--- src/rtl/cpu_pkg.sv ---
// Shared widths, ALU opcodes and pipeline types for the 8-bit CPU datapath.
package cpu_pkg;

  localparam int DATA_W  = 8;
  localparam int ALUOP_W = 3;

  localparam logic [ALUOP_W-1:0] ALU_FWD = 3'b000;
  localparam logic [ALUOP_W-1:0] ALU_ADD = 3'b001;
  localparam logic [ALUOP_W-1:0] ALU_AND = 3'b010;
  localparam logic [ALUOP_W-1:0] ALU_OR  = 3'b011;

  typedef struct packed {
    logic [DATA_W-1:0]  op1;
    logic [DATA_W-1:0]  op2;
    logic [ALUOP_W-1:0] aluop;
    logic               neg_ovf;
  } entry_t;

  typedef enum logic [1:0] {
    EMPTY = 2'd0,
    ONE   = 2'd1,
    FULL  = 2'd2
  } occ_e;

endpackage

--- src/rtl/operand_negate.sv ---
// Optional two's-complement negation of operand 2; flags the one input
// (most negative value) whose negation is not representable.
module operand_negate #(
  parameter int DATA_W = 8
) (
  input  logic [DATA_W-1:0] src,
  input  logic              neg,
  output logic [DATA_W-1:0] op2,
  output logic              ovf
);

  localparam logic [DATA_W-1:0] MOST_NEG = {1'b1, {(DATA_W-1){1'b0}}};

  assign op2 = neg ? (~src + DATA_W'(1'b1)) : src;
  assign ovf = neg && (src == MOST_NEG);

endmodule

--- src/rtl/alu_operand_stage.sv ---
// Operand-2 select/negate followed by a 2-entry skid buffer feeding the ALU
// under a valid/ready handshake.
module alu_operand_stage #(
  parameter int DATA_W  = 8,
  parameter int ALUOP_W = 3
) (
  input  logic               CLK,
  input  logic               RESET_N,
  input  logic               FLUSH,
  input  logic               IN_VALID,
  output logic               IN_READY,
  input  logic [DATA_W-1:0]  REGOUT1,
  input  logic [DATA_W-1:0]  REGOUT2,
  input  logic [DATA_W-1:0]  IMMEDIATE,
  input  logic               IMM_SEL,
  input  logic               NEG_SEL,
  input  logic [ALUOP_W-1:0] ALUOP_IN,
  output logic               OUT_VALID,
  input  logic               OUT_READY,
  output logic [DATA_W-1:0]  OPERAND1,
  output logic [DATA_W-1:0]  OPERAND2,
  output logic [ALUOP_W-1:0] ALUOP,
  output logic               NEG_OVF
);

  import cpu_pkg::*;

  logic [DATA_W-1:0] op2_src;
  logic [DATA_W-1:0] op2_neg;
  logic              op2_ovf;
  entry_t            new_entry;

  occ_e   state_q, state_d;
  entry_t head_q, head_d;
  entry_t tail_q, tail_d;
  logic   in_ready_q, out_valid_q;
  logic   push, pop;

  assign op2_src = IMM_SEL ? IMMEDIATE : REGOUT2;

  operand_negate #(.DATA_W(DATA_W)) u_negate (
    .src (op2_src),
    .neg (NEG_SEL),
    .op2 (op2_neg),
    .ovf (op2_ovf)
  );

  assign new_entry = '{op1: REGOUT1, op2: op2_neg, aluop: ALUOP_IN, neg_ovf: op2_ovf};

  assign push = IN_VALID && in_ready_q;
  assign pop  = out_valid_q && OUT_READY;

  // NOTE: every always_comb output gets a default first so no path infers a latch.
  always_comb begin
    state_d = state_q;
    head_d  = head_q;
    tail_d  = tail_q;
    if (FLUSH) begin
      state_d = EMPTY;
    end else begin
      unique case (state_q)
        EMPTY: if (push) begin
          head_d  = new_entry;
          state_d = ONE;
        end
        ONE: begin
          if (push && pop) begin
            head_d = new_entry;
          end else if (push) begin
            tail_d  = new_entry;
            state_d = FULL;
          end else if (pop) begin
            state_d = EMPTY;
          end
        end
        FULL: if (pop) begin
          head_d  = tail_q;
          state_d = ONE;
        end
        default: state_d = EMPTY;
      endcase
    end
  end

  // NOTE: sequential state uses non-blocking assignments so all flops update together.
  always_ff @(posedge CLK or negedge RESET_N) begin
    if (!RESET_N) begin
      state_q     <= EMPTY;
      in_ready_q  <= 1'b1;
      out_valid_q <= 1'b0;
    end else begin
      state_q     <= state_d;
      in_ready_q  <= (state_d != FULL);
      out_valid_q <= (state_d != EMPTY);
    end
  end

  // NOTE: entry data is not reset; outputs are masked by out_valid_q, so stale
  // contents are never visible.
  always_ff @(posedge CLK) begin
    head_q <= head_d;
    tail_q <= tail_d;
  end

  assign IN_READY  = in_ready_q;
  assign OUT_VALID = out_valid_q;
  assign OPERAND1  = out_valid_q ? head_q.op1     : '0;
  assign OPERAND2  = out_valid_q ? head_q.op2     : '0;
  assign ALUOP     = out_valid_q ? head_q.aluop   : '0;
  assign NEG_OVF   = out_valid_q ? head_q.neg_ovf : 1'b0;

endmodule

--- config.mk ---
export PLATFORM = sky130hd
export DESIGN_NAME = alu_operand_stage
export DESIGN_NICKNAME = d
export VERILOG_FILES = /design/src/rtl/cpu_pkg.sv /design/src/rtl/operand_negate.sv /design/src/rtl/alu_operand_stage.sv
export SDC_FILE = /design/constraint.sdc
export NUM_CORES = 1
export LEC_CHECK = 0
export ABC_CLOCK_PERIOD_IN_PS = 3130
export CORE_ASPECT_RATIO = 0.75
export CORE_MARGIN = 10
export CORE_UTILIZATION = 35
export CTS_BUF_LIST = sky130_fd_sc_hd__clkbuf_8
export CTS_CLUSTER_SIZE = 25
export DETAILED_ROUTE_END_ITERATION = 8
export SLEW_MARGIN = 30
export SYNTH_ARGS = -nofsm -noshare
export SYNTH_HDL_FRONTEND = slang
export SYNTH_SLANG_ARGS = --single-unit
--- constraint.sdc ---
create_clock -name CLK -period 3.13 [get_ports CLK]
set_input_delay 0.626 -clock CLK [delete_from_list [all_inputs] [get_ports CLK]]
set_output_delay 0.626 -clock CLK [all_outputs]
set_load 0.1 [all_outputs]
==> run metrics <==
Routed Antenna Nets=0; DIE AREA=a little under 10000 µm²; Min-Delay Path Class=flop to flop; Worst-Margin Slew=0.695 ns; Final period util=88.2%; placed cell areas=2800 µm²; Avg Inst Size Synth=11.8 µm²; initial antenna violation count=0; Post-Syn Instances=185; die width=111 µm; critical path, cell by cell=clkdlybuf4s50_1, mux2_4, inv_1, ha_1, nor4bb_1, o22ai_1, and3_4, o31ai_2; element type at the critical path end=flop; Worst Path Arrival=2.88 ns; port bufs=55; clk root buf=clkbuf_8; first-pass GRT wire length=8.08 mm; vias in the first global route=approximately 1600; Hold Buf Count CTS=0; WP buf/inv=2; number of buffers created by CTS=5; setup repair after global routing missed its margin=false; CTS H-tree depth=2; P_leak=0.00110 µW; vias=about 1500; slew margin rel.=53.6%; FF-to-FF End=head_q[14]$_DFFE_PP_; status=finished, final reports clean; dpl hpwl=3.57 mm; EDFF count, synth=40; clock tree buffer depth=2; # clock sinks=between 40 and 50; Final Skew=0.00647 ns; global placer's final weighted congestion=0.756; largest net degree at the start of global routing=26; reg2reg start=OUT_VALID$_DFF_PN0_; post-CTS sizing=0; Crit Path Category=input pin to flop; min-delay src=tail_q[16]$_DFFE_PP_; CTS tree=built; synth unique cells=41; WP data required=3.25 ns; Routed WL per cell=roughly 15 µm; CP delay by family, top=buffers and inverters; commonest cells after routing, fill and taps aside=40 x edfxtp_1, 39 x nand2_1, 33 x clkdlybuf4s50_1, 27 x buf_4, 20 x and2_1; final setup TNS=0 ns; Ant. Diodes=0; Max Cap Violations=0; crit path max fanout=5; Die Ht=88.4 µm; FP Rows=24; Setup violations, final=0; Clk Latency, worst-skew pair=0.29 ns; Core Area=approximately 6000 µm²; #FFs+latches synth=44; area growth from synthesis to layout=31.9%; sequential area share after synthesis=59.7%; final hold vios=0; Max Freq=362 MHz; maximum VDD drop=0.000203 V; Design Area, Final=between 2000 and 3000 µm²; ys async rst share=9.09%; iteration-0 DRC count of the detailed router=38; Initial Utilization=a little under two fifths; dominant synthesized flop cell=edfxtp_1; DRC viols=0; Crit path largest cell delay=about 0.61 ns; GRT overflow=0; vias per cell=4.73; Reg2Reg Depth=5; ratio of cells with drive above 1 in the final layout=22.0%; Setup crit start kind=input pin; io pins=56; postcts setup bufs=0; R2R Setup Slk=~1.2 ns; dpl ws=0.0799 ns; clock-pin slew on the worst setup and hold paths=0.08 ns; post-layout minimum cycle time=2.76 ns; Synth Cell Area=2180 µm²; WHS Path Cells=2; final WL=4.79 mm; drt first pass iters=4; most common cell after layout, fill and taps aside=edfxtp_1; Post-Syn Nets=220; Yosys warnings=0; hold worst-path end=head_q[16]$_DFFE_PP_; CP max-delay cell=clkdlybuf4s50_1; GRT Resource Usage Total=between 10 and 15%; Final Max Slew Viols=0; Cell Pwr Density=roughly 520 nW/µm²; fin nets=279; setup ws final=0.368 ns
==> how the worst max path moves through the flow <==
stage                        startpoint                    to  slack (ns)  depth (start not counted)
floorplan           OUT_VALID$_DFF_PN0_              ALUOP[0]        0.49                          2
global placement                IMM_SEL  head_q[10]$_DFFE_PP_        0.14                          8
detailed placement              IMM_SEL  head_q[10]$_DFFE_PP_        0.08                          8
CTS                             IMM_SEL  head_q[10]$_DFFE_PP_        0.36                          8
global route                    IMM_SEL  head_q[10]$_DFFE_PP_        0.21                          8
finish                          IMM_SEL  head_q[10]$_DFFE_PP_        0.37                          8
==> per-layer routing <==
layer  routed length (µm)  GRT usage (%)
met5                    0              0
met4                   26           2.44
met3                  257           3.58
met2                 2290           16.3
met1                 2210           12.5
==> synth_stat cells (2+ instances only) <==
cell	count	area, µm²
nor2_1	12	45.0
dfrtp_1	3	75.1
nor3b_1	3	22.5
mux2_2	8	90.1
buf_2	2	10.0
clkbuf_1	5	18.8
nor3_1	6	30.0
buf_6	2	22.5
a21oi_1	6	30.0
xnor2_1	4	35.0
o22ai_1	2	12.5
nand2_1	39	146
and2_1	20	125
inv_1	3	11.3
edfxtp_1	40	1200
mux2i_1	5	50.1
==> final cells by class <==
cell class	count	area, µm²
Sequential cell	44	1300
Clock inverter	3	15.0
Inverter	4	15.0
Multi-Input combinational cell	128	827
Fill cell	561	3040
Tap cell	78	97.6
Timing Repair Buffer	61	553
Clock buffer	5	68.8
==> metrics by stage <==
step	utilization, %	hold WS, ns	power (µW)	cells
floorplan	-	0.330	1030	185
global placement	47.3	0.489	1160	315
detailed placement	47.3	0.495	1160	315
CTS	48.7	0.516	1510	323
global route	48.7	0.534	1560	323
finish	48.7	0.511	1490	323
==> flip-flops by register name, indices dropped and copies added, names as in the netlist <==
name,cells
OUT_VALID,1
state_q,2
IN_READY,1
tail_q,20
head_q,20
==> cell families after synthesis <==
group | count (synthesis) | synth area share, %
and+or+nand+nor | 92 | 22.5
muxes | 14 | 7.11
DFF | 44 | 59.7
buffers and inverters | 13 | 3.04
adders and majority gates | 1 | 0.573
xor gates and xnor gates | 5 | 2.01
AOI/OAI and AO/OA | 16 | 5.10
==> worst register-to-register path, cell delays in order (launching register included) <==
cell and delay [ns]:
dfrtp_1 0.79, nand2_1 0.15, nor2_1 0.17, a21oi_1 0.07
nor2_2 0.15, buf_4 0.29
==> report_power, final <==
group | total (µW) | leakage (µW) | switching, µW | internal, µW
Combinational | 436 | 0.000640 | 295 | 141
Clock | 341 | 0.0000430 | 189 | 152
Sequential | 710 | 0.000416 | 19.6 | 691
Power figures use the tool's default switching activity.
